===== src/rtl/usb_uart_tx.sv =====
// usb_uart_tx: UART transmitter driven by the USB CDC line coding and the endpoint-1 byte stream.
// Define USB_UART_TX_FIFO_EN to replace the single holding register with a 2^FIFO_AW x 8 FIFO.
module usb_uart_tx #(
   parameter int unsigned CLK_FREQ = 60000000,
   parameter int unsigned FIFO_AW  = 4
) (
   input  logic        PHY_CLKOUT,
   input  logic        RESETN_IN,
   input  logic        uart_en_i,
   input  logic [31:0] baud_rate_i,
   input  logic [7:0]  stop_bit_i,
   input  logic [7:0]  parity_bit_i,
   input  logic [7:0]  data_bits_i,
   input  logic [7:0]  tx_dat_i,
   input  logic        tx_val_i,
   output logic        tx_rdy_o,
   output logic        uart_tx_o,
   output logic        tx_busy_o,
   output logic        cfg_err_o
);
   // state  | meaning
   // IDLE   | line high; watch for baud change or a buffered byte
   // CALC   | restoring divider, one quotient bit per cycle
   // START  | start bit (low)
   // DATA   | data bits, LSB first
   // PARITY | parity bit
   // STOP   | stop time (1, 1.5 or 2 bits)
   typedef enum logic [2:0] {IDLE, CALC, START, DATA, PARITY, STOP} state_t;

   localparam logic [31:0] CLK_F    = 32'(CLK_FREQ);
   localparam logic [31:0] DIV_RST  = 32'(CLK_FREQ / 115200);
   localparam logic [31:0] BAUD_RST = 32'd115200;

   state_t      state, state_nxt;
   logic        buf_vld, buf_pop, push;
   logic [7:0]  buf_dat;
   logic [31:0] baud_q, divisor, timer, stop_len;
   logic [31:0] den, dvd, rem, rem_sub, quo_nxt;
   logic [30:0] quo;
   logic [32:0] rem_sh;
   logic        q_bit;
   logic [4:0]  calc_cnt;
   logic [7:0]  sh, mask, par_data;
   logic [2:0]  bit_idx, last_idx, last_nxt;
   logic        par_en_q, par_q, par_en_nxt, par_nxt;
   logic [1:0]  stop_sel;
   logic        cfg_err, baud_chg, can_start, bit_end;
   logic        ld_frame, ld_bit, ld_stop, shift, start_calc, zero_baud;

   assign push = tx_val_i & tx_rdy_o;

`ifdef USB_UART_TX_FIFO_EN
   localparam int unsigned DEPTH = 1 << FIFO_AW;
   logic [7:0]         mem [DEPTH];
   logic [FIFO_AW-1:0] wr_ptr, rd_ptr;
   logic [FIFO_AW:0]   fifo_cnt;

   assign tx_rdy_o = uart_en_i & (fifo_cnt != DEPTH[FIFO_AW:0]);
   assign buf_vld  = fifo_cnt != '0;
   assign buf_dat  = mem[rd_ptr];

   always_ff @(posedge PHY_CLKOUT) begin
      if (push) mem[wr_ptr] <= tx_dat_i;
   end

   always_ff @(posedge PHY_CLKOUT or negedge RESETN_IN) begin
      if (!RESETN_IN) begin
         wr_ptr   <= '0;
         rd_ptr   <= '0;
         fifo_cnt <= '0;
      end else begin
         if (push)    wr_ptr <= wr_ptr + 1'b1;
         if (buf_pop) rd_ptr <= rd_ptr + 1'b1;
         case ({push, buf_pop})
            2'b10:   fifo_cnt <= fifo_cnt + 1'b1;
            2'b01:   fifo_cnt <= fifo_cnt - 1'b1;
            default: ;
         endcase
      end
   end
`else
   assign tx_rdy_o = uart_en_i & ~buf_vld;

   always_ff @(posedge PHY_CLKOUT or negedge RESETN_IN) begin
      if (!RESETN_IN) begin
         buf_vld <= 1'b0;
         buf_dat <= '0;
      end else if (push) begin
         buf_vld <= 1'b1;
         buf_dat <= tx_dat_i;
      end else if (buf_pop) begin
         buf_vld <= 1'b0;
      end
   end
`endif

   assign baud_chg  = baud_rate_i != baud_q;
   assign can_start = uart_en_i & buf_vld;
   assign bit_end   = timer == '0;
   assign tx_busy_o = (state != IDLE) | buf_vld | baud_chg;
   assign cfg_err_o = cfg_err;

   always_ff @(posedge PHY_CLKOUT or negedge RESETN_IN) begin
      if (!RESETN_IN) state <= IDLE;
      else            state <= state_nxt;
   end

   always_comb begin
      state_nxt  = state;
      buf_pop    = 1'b0;
      ld_frame   = 1'b0;
      ld_bit     = 1'b0;
      ld_stop    = 1'b0;
      shift      = 1'b0;
      start_calc = 1'b0;
      zero_baud  = 1'b0;
      case (state)
         IDLE: begin
            if (baud_chg) begin
               if (baud_rate_i == '0) zero_baud = 1'b1;
               else begin
                  start_calc = 1'b1;
                  state_nxt  = CALC;
               end
            end else if (can_start) begin
               ld_frame  = 1'b1;
               buf_pop   = 1'b1;
               state_nxt = START;
            end
         end
         CALC:  if (calc_cnt == 5'd31) state_nxt = IDLE;
         START: if (bit_end) begin
            ld_bit    = 1'b1;
            state_nxt = DATA;
         end
         DATA: if (bit_end) begin
            if (bit_idx != last_idx) begin
               ld_bit = 1'b1;
               shift  = 1'b1;
            end else if (par_en_q) begin
               ld_bit    = 1'b1;
               state_nxt = PARITY;
            end else begin
               ld_stop   = 1'b1;
               state_nxt = STOP;
            end
         end
         PARITY: if (bit_end) begin
            ld_stop   = 1'b1;
            state_nxt = STOP;
         end
         STOP: if (bit_end) begin
            // chain straight into the next frame so back-to-back bytes have no idle gap
            if (!baud_chg && can_start) begin
               ld_frame  = 1'b1;
               buf_pop   = 1'b1;
               state_nxt = START;
            end else begin
               state_nxt = IDLE;
            end
         end
         default: state_nxt = IDLE;
      endcase
   end

   always_comb begin
      last_nxt = 3'd7;
      mask     = 8'hFF;
      case (data_bits_i)
         8'd5:    begin last_nxt = 3'd4; mask = 8'h1F; end
         8'd6:    begin last_nxt = 3'd5; mask = 8'h3F; end
         8'd7:    begin last_nxt = 3'd6; mask = 8'h7F; end
         default: ;
      endcase
      par_data   = buf_dat & mask;
      par_en_nxt = 1'b1;
      par_nxt    = 1'b0;
      case (parity_bit_i)
         8'd1:    par_nxt = ~^par_data;
         8'd2:    par_nxt = ^par_data;
         8'd3:    par_nxt = 1'b1;
         8'd4:    par_nxt = 1'b0;
         default: par_en_nxt = 1'b0;
      endcase
      case (stop_sel)
         2'd0:    stop_len = divisor;
         2'd1:    stop_len = divisor + (divisor >> 1);
         default: stop_len = divisor << 1;
      endcase
      uart_tx_o = 1'b1;
      case (state)
         START:   uart_tx_o = 1'b0;
         DATA:    uart_tx_o = sh[0];
         PARITY:  uart_tx_o = par_q;
         default: ;
      endcase
   end

   always_ff @(posedge PHY_CLKOUT or negedge RESETN_IN) begin
      if (!RESETN_IN) begin
         timer    <= '0;
         sh       <= '0;
         bit_idx  <= '0;
         last_idx <= 3'd7;
         par_en_q <= 1'b0;
         par_q    <= 1'b0;
         stop_sel <= '0;
      end else begin
         if (ld_frame) begin
            timer    <= divisor - 1'b1;
            sh       <= buf_dat;
            bit_idx  <= '0;
            last_idx <= last_nxt;
            par_en_q <= par_en_nxt;
            par_q    <= par_nxt;
            stop_sel <= (stop_bit_i == 8'd0) ? 2'd0 : (stop_bit_i == 8'd1) ? 2'd1 : 2'd2;
         end else if (ld_bit) begin
            timer <= divisor - 1'b1;
         end else if (ld_stop) begin
            timer <= stop_len - 1'b1;
         end else if (!bit_end) begin
            timer <= timer - 1'b1;
         end
         if (shift) begin
            sh      <= sh >> 1;
            bit_idx <= bit_idx + 1'b1;
         end
      end
   end

   assign rem_sh  = {rem, dvd[31]};
   assign q_bit   = rem_sh >= {1'b0, den};
   assign rem_sub = rem_sh[31:0] - den;
   assign quo_nxt = {quo, q_bit};

   // divisor only changes on a clean quotient; a bad request keeps the old timing
   always_ff @(posedge PHY_CLKOUT or negedge RESETN_IN) begin
      if (!RESETN_IN) begin
         baud_q   <= BAUD_RST;
         divisor  <= DIV_RST;
         cfg_err  <= 1'b0;
         den      <= '0;
         dvd      <= '0;
         rem      <= '0;
         quo      <= '0;
         calc_cnt <= '0;
      end else begin
         if (zero_baud) begin
            cfg_err <= 1'b1;
            baud_q  <= '0;
         end
         if (start_calc) begin
            baud_q   <= baud_rate_i;
            den      <= baud_rate_i;
            dvd      <= CLK_F;
            rem      <= '0;
            quo      <= '0;
            calc_cnt <= '0;
         end else if (state == CALC) begin
            rem      <= q_bit ? rem_sub : rem_sh[31:0];
            dvd      <= dvd << 1;
            quo      <= quo_nxt[30:0];
            calc_cnt <= calc_cnt + 1'b1;
            if (calc_cnt == 5'd31) begin
               if (quo_nxt < 32'd16) cfg_err <= 1'b1;
               else begin
                  divisor <= quo_nxt;
                  cfg_err <= 1'b0;
               end
            end
         end
      end
   end
endmodule


===== config.mk =====
export PLATFORM = sky130hd
export DESIGN_NAME = usb_uart_tx
export DESIGN_NICKNAME = d
export VERILOG_FILES = /design/src/rtl/usb_uart_tx.sv
export SDC_FILE = /design/constraint.sdc
export NUM_CORES = 1
export LEC_CHECK = 0
export ABC_CLOCK_PERIOD_IN_PS = 4300
export CORE_MARGIN = 2
export CORE_UTILIZATION = 55
export CTS_BUF_LIST = sky130_fd_sc_hd__clkbuf_4
export DETAILED_ROUTE_END_ITERATION = 12
export GPL_TIMING_DRIVEN = 0
export PLACE_DENSITY_LB_ADDON = 0.25
export SYNTH_ARGS = -nofsm -noshare
export SYNTH_HDL_FRONTEND = slang
export SYNTH_SLANG_ARGS = --single-unit

===== constraint.sdc =====
create_clock -name PHY_CLKOUT -period 4.3 [get_ports PHY_CLKOUT]
set_input_delay 0.43 -clock PHY_CLKOUT [delete_from_list [all_inputs] [get_ports PHY_CLKOUT]]
set_output_delay 0.43 -clock PHY_CLKOUT [all_outputs]
set_load 0.05 [all_outputs]

== After elaboration in Yosys (flattened, before gate mapping) ==
Cells that the tools add are included.
W data, S select, Z words.

* Add/sub/neg operators: 7
* Magnitude comparators: 2
* Equality and inequality tests: 26
* Multiplexer cells: 69
* Bitwise operators: 9
* Reduce and logical (&&, ||, !) cells: 17

{| class="wikitable"
|+ Operators by type and width
! kind !! number
|-
| $mux W32 || 11
|-
| $sub A32 B1 Y32 const B || 3
|-
| $logic_not A32 Y1 || 2
|-
| $pmux W32 S2 || 1
|-
| $mux W31 || 2
|-
| $ge A33 B32 Y1 || 1
|-
| $mux W3 || 11
|-
| $add A32 B31 Y32 || 1
|-
| $eq A8 B3 Y1 const B || 4
|-
| $lt A32 B5 Y1 const B || 1
|-
| $ne A32 B32 Y1 || 1
|-
| $sub A32 B32 Y32 || 1
|-
| $mux W1 || 29
|-
| $pmux W8 S3 || 1
|-
| $pmux W3 S6 || 1
|-
| $eq A8 B1 Y1 const B || 2
|-
| $eq A8 B2 Y1 const B || 2
|-
| $mux W8 || 2
|-
| $mux W5 || 2
|-
| $ne A2 B2 Y1 const B || 5
|-
| $and A8 B8 Y8 || 1
|-
| $logic_not A8 Y1 || 1
|-
| $reduce_and A8 Y1 || 1
|-
| $reduce_bool A2 Y1 || 4
|-
| other kinds (27) || 40
|}

* Bits in registers: 259
* Bits of input ports: 68
* Output and inout port bits: 4
* Logic and storage cells: 148

== Depth between registers and ports, before layout ==
Gate-level depths: netlist (run 1).

* Depth after elaboration: 8
* Depth in mapped cells: 15
* Gate-level depth less buffers: 14

== Worst setup path after synthesis (run 1) ==
Ideal clock, no wire load.

* Kind: flip-flop to flip-flop
* Start point: register divisor[3]
* End point: register timer[31]
* Setup time: 132 ps
* Arrival: 3920 ps
* Required time: 4168 ps
* Slack: 248 ps
* Stages on the path, launching flop included: 13
* Buffers on the path: 0
* Clock period less this slack: 4052 ps
* Path through: dfstp_2 > inv_1 > ha_1 > o21a_1 > a211o_1 > a21o_1 > a311oi_1 > a311o_1 > o211ai_1 > or4_4 > nor4_4 > o311ai_1 > or3b_1

* Word-level cells in the longest chain between the ends: 6
* Elaborated cells on any way between the ends: 7
* Those cells by class: add/sub: 3; mux: 4

{| class="wikitable"
|+ RTL lines
! element !! line !! RTL
|-
| start, declared || 37 || <nowiki>logic [31:0] baud_q, divisor, timer, stop_len;</nowiki>
|-
| start signal, assigned || 267 || <nowiki>divisor <= quo_nxt;</nowiki>
|-
| $add A32 B31 Y32 || 187 || <nowiki>2'd1: stop_len = divisor + (divisor >> 1);</nowiki>
|-
| $pmux W32 S2 || 185 || <nowiki>case (stop_sel)</nowiki>
|-
| $sub A32 B1 Y32 || 220 || <nowiki>timer <= stop_len - 1'b1;</nowiki>
|-
| $mux W32 || 219 || <nowiki>end else if (ld_stop) begin</nowiki>
|-
| $mux W32 || 217 || <nowiki>end else if (ld_bit) begin</nowiki>
|-
| $mux W32 * || 209 || <nowiki>if (ld_frame) begin</nowiki>
|-
| end signal, assigned || 210 || <nowiki>timer <= divisor - 1'b1;</nowiki>
|-
| end signal, assigned || 218 || <nowiki>timer <= divisor - 1'b1;</nowiki>
|-
| end signal, assigned || 220 ||
|-
| end, declared || 37 ||
|}

Mark *: on every way between the ends. The rest lies on a longest branch, timed or not.
A chain may end at the register's enable or synchronous reset.

== Final worst setup path (run 1) ==
* Start point: register timer[15]
* End point: register timer[26]

* Word-level cells in the longest chain between the ends: 6
* Elaborated cells on any way between the ends: 14
* Those cells by class: add/sub: 1; eq/ne: 1; mux: 11; reduce/logical: 1

{| class="wikitable"
|+ RTL lines
! element
|-
| parallel branches: the longest is 6 deep, another holds $sub A32 B1 Y32
|}

Several ways; the timed one is not identified. The select of a mux whose other input is x is not followed.

==> results of run 1 <==
## metrics by stage
stage	std cells	worst slack (ns)	setup TNS (ns)	cell area [µm²]
after floorplan	1995	0.248	0	17000
after global placement	2462	-7.80	-1949.07	18200
after detailed placement	2465	-1.00	-27.85	18300
after CTS	2594	0.00222	0	19300
after global routing	2604	-0.0318	-0.0634	19600
final	2604	0.0981	0	19600
## registers in the layout (all words and copies together), names as in the netlist, 5 cells and up
signal    cells
den          32
sh            8
divisor      32
timer        32
rem          32
buf_dat       8
calc_cnt      5
dvd          24
baud_q       32
quo          31
## cells in the mapped netlist (8+ instances only)
| library cell | count | area share |
|---|---|---|
| or3_1 | 16 | 0.0059 |
| a2111oi_0 | 8 | 0.0041 |
| xor2_1 | 24 | 0.012 |
| and3_1 | 28 | 0.010 |
| xnor2_1 | 89 | 0.046 |
| and2_1 | 8 | 0.0029 |
| nor2_1 | 109 | 0.024 |
| nor2b_1 | 16 | 0.0059 |
| nand4_1 | 36 | 0.013 |
| dfrtp_1 | 242 | 0.36 |
| nor3b_1 | 9 | 0.0040 |
| mux2_2 | 41 | 0.027 |
| a211o_1 | 10 | 0.0052 |
| o21a_1 | 15 | 0.0066 |
| nand2_1 | 341 | 0.075 |
| ha_1 | 99 | 0.073 |
| a211oi_1 | 24 | 0.011 |
| a31oi_1 | 15 | 0.0055 |
| inv_1 | 90 | 0.020 |
| mux2i_1 | 36 | 0.021 |
| o22ai_1 | 17 | 0.0063 |
| clkbuf_1 | 82 | 0.018 |
| buf_1 | 10 | 0.0022 |
| o31ai_1 | 26 | 0.011 |
| a21oi_1 | 93 | 0.027 |
| a21o_1 | 31 | 0.014 |
| nand3_1 | 48 | 0.014 |
| nor4_1 | 31 | 0.011 |
| nor3_1 | 43 | 0.013 |
| nand3b_1 | 8 | 0.0035 |
| o211ai_1 | 18 | 0.0079 |
| dfstp_2 | 8 | 0.012 |
| o21ai_0 | 171 | 0.050 |
| or4_1 | 11 | 0.0049 |
## power by group through the flow
stage / clock (mW) / combinational [mW] / sequential, mW
6_report: 2.19 / 1.97 / 2.90
5_1_grt: 2.34 / 2.20 / 2.94
4_1_cts: 2.24 / 1.93 / 2.90
3_5_place_dp: 0 / 1.91 / 2.94
3_3_place_gp: 0 / 1.84 / 2.93
2_1_floorplan: 0 / 1.43 / 2.88
## worst paths after layout
check                                          endpoint              startpoint  slack, ns
worst max-delay path              timer[26]$_DFFE_PN0P_   timer[15]$_DFFE_PN0P_        0.1
worst min-delay path             baud_q[30]$_DFFE_PN0P_               RESETN_IN       0.22
worst max register to register    timer[26]$_DFFE_PN0P_   timer[15]$_DFFE_PN0P_        0.1
worst min register to register   baud_q[16]$_DFFE_PN1P_  baud_q[16]$_DFFE_PN1P_       0.47
max in group asynchronous       divisor[12]$_DFFE_PN0P_               RESETN_IN       3.10
min in group PHY_CLKOUT         stop_sel[0]$_DFFE_PN0P_           stop_bit_i[0]       0.32
## cell type report
type,count,share of cell area
buffer,94,0.0192
timing repair buffer,95,0.0481
clock inverter,15,0.00473
tap,396,0.0253
inverter,91,0.0178
clock buffer,104,0.0399
sequential,250,0.320
multi-input combinational,1558,0.525
antenna,1,0.000128
## what timing repair did
| action | 4_1_cts | 5_1_grt |
|---|---|---|
| pin swaps | 4 | 11 |
| hold buffers | 1 | 0 |
| gates resized for setup | 20 | 43 |
| setup endpoints to repair | 62 | 43 |
| gates cloned | 1 | 0 |
| buffers inserted | 8 | 12 |
| hold endpoints to repair | 59 | 0 |
## cells by family after synthesis
kind of cell / after synthesis / share of synthesized area
AND/OR/NAND/NOR: 738 / 0.206
AO/OA/AOI/OAI: 528 / 0.201
flip-flops: 250 / 0.369
buffers and inverters: 188 / 0.0422
XOR/XNOR: 113 / 0.0582
adder cells (fa/ha/maj): 101 / 0.0752
multiplexers: 77 / 0.0484
## routing by layer
| metal | vias up | global-route usage | part of all wire |
|---|---|---|---|
| li1 | 7593 | - | - |
| met5 | - | 0 | 0 |
| met1 | 7725 | 0.389 | 0.41 |
| met3 | 162 | 0.0423 | 0.052 |
| met4 | 0 | 0.150 | 0.051 |
| met2 | 572 | 0.537 | 0.49 |
## worst max-delay path, cell delays in order, from the launching register on
cell      delay, ns
dfrtp_1        0.47
nor4_2         0.36
nand4_1        0.23
buf_4          0.21
nor3_4         0.38
buf_4          0.25
nand2_1        0.30
a211oi_1       0.75
or4b_4         0.29
or2_2          0.25
nor4_4         0.07
buf_4          0.18
a211oi_1       0.25
a311o_1        0.15
==> flow_metrics.tcl, run 1 <==
set metrics [dict create \
    status "finished clean" \
    synth_cell_type_count 82 \
    h-tree-depth 3 \
    post-route-period-util 0.977 \
    antenna_left 0 \
    fp.dieArea_um2 32300 \
    via_per_inst 6.16 \
    slew_violations 0 \
    power_density_nw_per_um2 361 \
    ios 72 \
    clock-sinks 250 \
    setup_viol 0 \
    die_w_um 180 \
    holdWs_ns 0.223 \
    fillCellCount 2601 \
    switching_share 0.330 \
    drc 0 \
    synth_cells 1995 \
    grt_antenna_before_repair 1 \
    cts.clk_slew.worst_paths_ns 0.06 \
    cp-start-kind "flip-flop" \
    postSynthAreaPerCell_um2 8.52 \
    wl_mm 51.3 \
    synth_area_um2 17000 \
    cts-root-buf "clkbuf_4" \
    numCtsBuffers 69 \
    rows 64 \
    vdd_ir_drop_max_mv 0.320 \
    hold_viol_final 0 \
    drtPass1Iterations 5 \
    tritoncts "done" \
    drive_gt1_frac 0.118 \
    p_sw_mw 2.33 \
    vias 16100 \
    multi_input_area_um2 10300 \
    io_buffers 71 \
    ys_warn_count 0 \
    worst_pin_slew_ns 0.926 \
    start_util 0.557 \
    synth_edf_count 0 \
    wire_per_inst_um 19.7 \
    insertion_delay_ns 0.72 \
    fin_worst_skew_ns 0.0547 \
    max_freq_mhz 238 \
    finalNetCount 2328 \
    grt-ovfl-total 0 \
    rsz0062_at_grt "yes" \
    place_congestion 0.945 \
    grt_pass1_vias 15700 \
    drt-initial-drc-count 1238 \
    grt_max_degree 108 \
    synth-seq-cells 250 \
    power.internal_mw 4.73 \
    most-common-layout-cells "341 x nand2_1, 238 x dfrtp_1, 168 x o21ai_0" \
    track_usage 0.313 \
    cp.arrival_ns 4.82 \
    p_clk_frac 0.310 \
    post-dp-hpwl_mm 38.7 \
    total_power_mw 7.06 \
    r2r_cells 13 \
    synthToLayoutAreaGrowth_pct 15.2 \
    final_core_util 0.642 \
    hold_class "primary input to asynchronous set/reset pin" \
    p_seq_frac 0.411 \
    pwr-share-comb 0.279 \
    seq_area_um2 6270 \
    leakage_nw 8.86 \
    synthFlopType "dfrtp_1" \
    timing.slew.headroom 0.382 \
    end_kind "flip-flop" \
    die_y_um 180 \
    required_ns 4.92 \
    cts_buffer_depth 3 \
    core_area_um2 30500 \
    yosysSeqAreaShare 0.369 \
    grt_pass1_wl_mm 81.8 \
    drv_cap 0 \
    finalCriticalPeriod_ns 4.20 \
    path_max_fanout 10 \
    synth_fp_nets 2164 \
    final_common_cell "nand2_1" \
    synthArstFlopShare 1.00 \
    path_class "flip-flop to flip-flop" \
]
Note: power is estimated with default switching activity, not from simulation.
==> run 2: changes to the inputs <==
--- a/config.mk
+++ b/config.mk
@@ -7,7 +7,7 @@
 export LEC_CHECK = 0
 export ABC_CLOCK_PERIOD_IN_PS = 4300
 export CORE_MARGIN = 2
-export CORE_UTILIZATION = 55
+export CORE_UTILIZATION = 45
 export CTS_BUF_LIST = sky130_fd_sc_hd__clkbuf_4
 export DETAILED_ROUTE_END_ITERATION = 12
 export GPL_TIMING_DRIVEN = 0
==> run 2 against run 1 <==
Power is 0.16% lower. Die area is 22% higher. Register-to-register slack better by 0.02 ns. Worst setup slack better by 0.022 ns. Combinational power about the same. Maximum frequency increased by 0.52%. Clock power hardly changed. Sequential share of layout area down 0.29 points. Via count is 1.4% lower. Clock skew down 0.013 ns. Hold slack worse by 0.030 ns. Global-route usage fell by 5.2 points. Critical path type unchanged. Critical endpoint is now timer[31]$_DFFE_PN0P_.
==> flow_metrics.tcl, run 2 (synthesis gave the netlist of run 1 again) <==
set metrics [dict create \
    h-tree-depth 3 \
    cts.clk_slew.worst_paths_ns 0.06 \
    hold_viol_final 0 \
    insertion_delay_ns 0.77 \
    grtUsageMet1 0.340 \
    ios 72 \
    timing.slew.headroom 0.426 \
    most-common-layout-cells "339 x nand2_1, 237 x dfrtp_1, 168 x o21ai_0" \
    place_congestion 0.948 \
    cp-start-kind "flip-flop" \
    antenna_left 0 \
    required_ns 4.92 \
    finalCriticalPeriod_ns 4.18 \
    cp.arrival_ns 4.80 \
    place_ws_ns -1.02 \
    grt-busiest-layer "met2" \
    vias 15800 \
    drtPass1Iterations 6 \
    setup_viol 0 \
    synthToLayoutAreaGrowth_pct 16.3 \
    path_cells "inv_1 -> ha_1 -> o21ai_1 -> o211ai_1 -> a211oi_2 -> or4_1 -> a41oi_2 -> and2_1 -> nand4_1 -> buf_4 -> nor4_4 -> o311ai_1 -> or3b_1" \
    final_core_util 0.529 \
    grt_pass1_vias 15400 \
    worst_pin_slew_ns 0.857 \
    cts_buffer_depth 3 \
    grt_pass1_wl_mm 80.7 \
    finalNetCount 2334 \
    drv_cap 0 \
    tritoncts "done" \
    rows 71 \
    path_class "flip-flop to flip-flop" \
    drt-initial-drc-count 1189 \
    status "finished clean" \
    wl_mm 50.5 \
    core_area_um2 37400 \
    vdd_ir_drop_max_mv 0.332 \
    grt-ovfl-total 0 \
    via_per_inst 5.81 \
    wire_per_inst_um 18.5 \
    fin_ws_ns 0.120 \
    rsz0062_at_grt "yes" \
    post-route-period-util 0.972 \
    power_density_nw_per_um2 357 \
    grt_use_met3 0.0480 \
    die_w_um 198 \
    path_max_fanout 6 \
    end_kind "flip-flop" \
    holdWs_ns 0.193 \
    track_usage 0.260 \
    leakage_nw 8.89 \
    cts-root-buf "clkbuf_4" \
    grt_max_degree 111 \
    tns_ns 0 \
    drive_gt1_frac 0.123 \
    path_delay_family "simple AND/OR/NAND/NOR gates" \
    slew_violations 0 \
    final_common_cell "nand2_1" \
    numCtsBuffers 72 \
    max_freq_mhz 239 \
    worstPathBufferInverterCount 2 \
    slowest_delay_ns 0.59 \
    post-dp-hpwl_mm 38.1 \
    io_buffers 71 \
    die_y_um 198 \
    total_power_mw 7.05 \
    use_met2 0.416 \
    critPathSlowestCell "dfstp_2" \
    hold_class "primary input to asynchronous set/reset pin" \
    fin_worst_skew_ns 0.0419 \
    fillCellCount 3548 \
    start_util 0.455 \
    drc 0 \
    clock-sinks 250 \
    grt_antenna_before_repair 2 \
    fp.dieArea_um2 39300 \
]
## run 2: routing by layer
metal  share of wire  up-vias
met1            0.43     7586
li1                -     7617
met5               0        -
met2            0.47      486
met4           0.042        0
met3           0.061      132
## run 2: cell type report
cell class	instances	area, µm²	area share
multi-input cells	1557	10300	0.519
flip-flops and latches	250	6270	0.317
repair buffers	99	997	0.0504
clock buffers	101	758	0.0384
well taps	511	639	0.0323
plain buffers	94	379	0.0192
inverters	91	344	0.0174
clock inverters	19	113	0.00570
diodes	3	7.51	0.000380
## run 2: through the flow
step	instance area, µm²	cells
2_1_floorplan	17000	1995
3_3_place_gp	18300	2577
5_1_grt	19800	2725
6_report	19800	2725
4_1_cts	19500	2714
3_5_place_dp	18400	2580
## run 2: worst paths after layout
kind | startpoint | end | slack, ns | cells after the start
min in group PHY_CLKOUT | stop_bit_i[0] | stop_sel[0]$_DFFE_PN0P_ | 0.26 | 3
setup / recovery | divisor[9]$_DFFE_PN1P_ | timer[31]$_DFFE_PN0P_ | 0.12 | 13
setup reg to reg | divisor[9]$_DFFE_PN1P_ | timer[31]$_DFFE_PN0P_ | 0.12 | 13
hold / removal | RESETN_IN | den[5]$_DFFE_PN0P_ | 0.19 | 2
hold reg to reg | baud_q[9]$_DFFE_PN1P_ | baud_q[9]$_DFFE_PN1P_ | 0.47 | 2
max in group asynchronous | RESETN_IN | divisor[7]$_DFFE_PN0P_ | 3.16 | 3
## run 2: timing repair
item,4_1_cts,5_1_grt
endpoints found under the setup margin,65,57
endpoints found under the hold margin,66,0
hold buffers,1,0
pin swaps,7,14
setup buffers,13,11
gates resized for setup,24,46
## run 2: where the power goes
part           switching, mW  leakage (nW)  total, mW  internal (mW)
combinational           1.06          5.30       1.95          0.882
sequential             0.213          3.06       2.90           2.69
clock                   1.07         0.522       2.21           1.14
total                   2.34          8.89       7.05           4.71
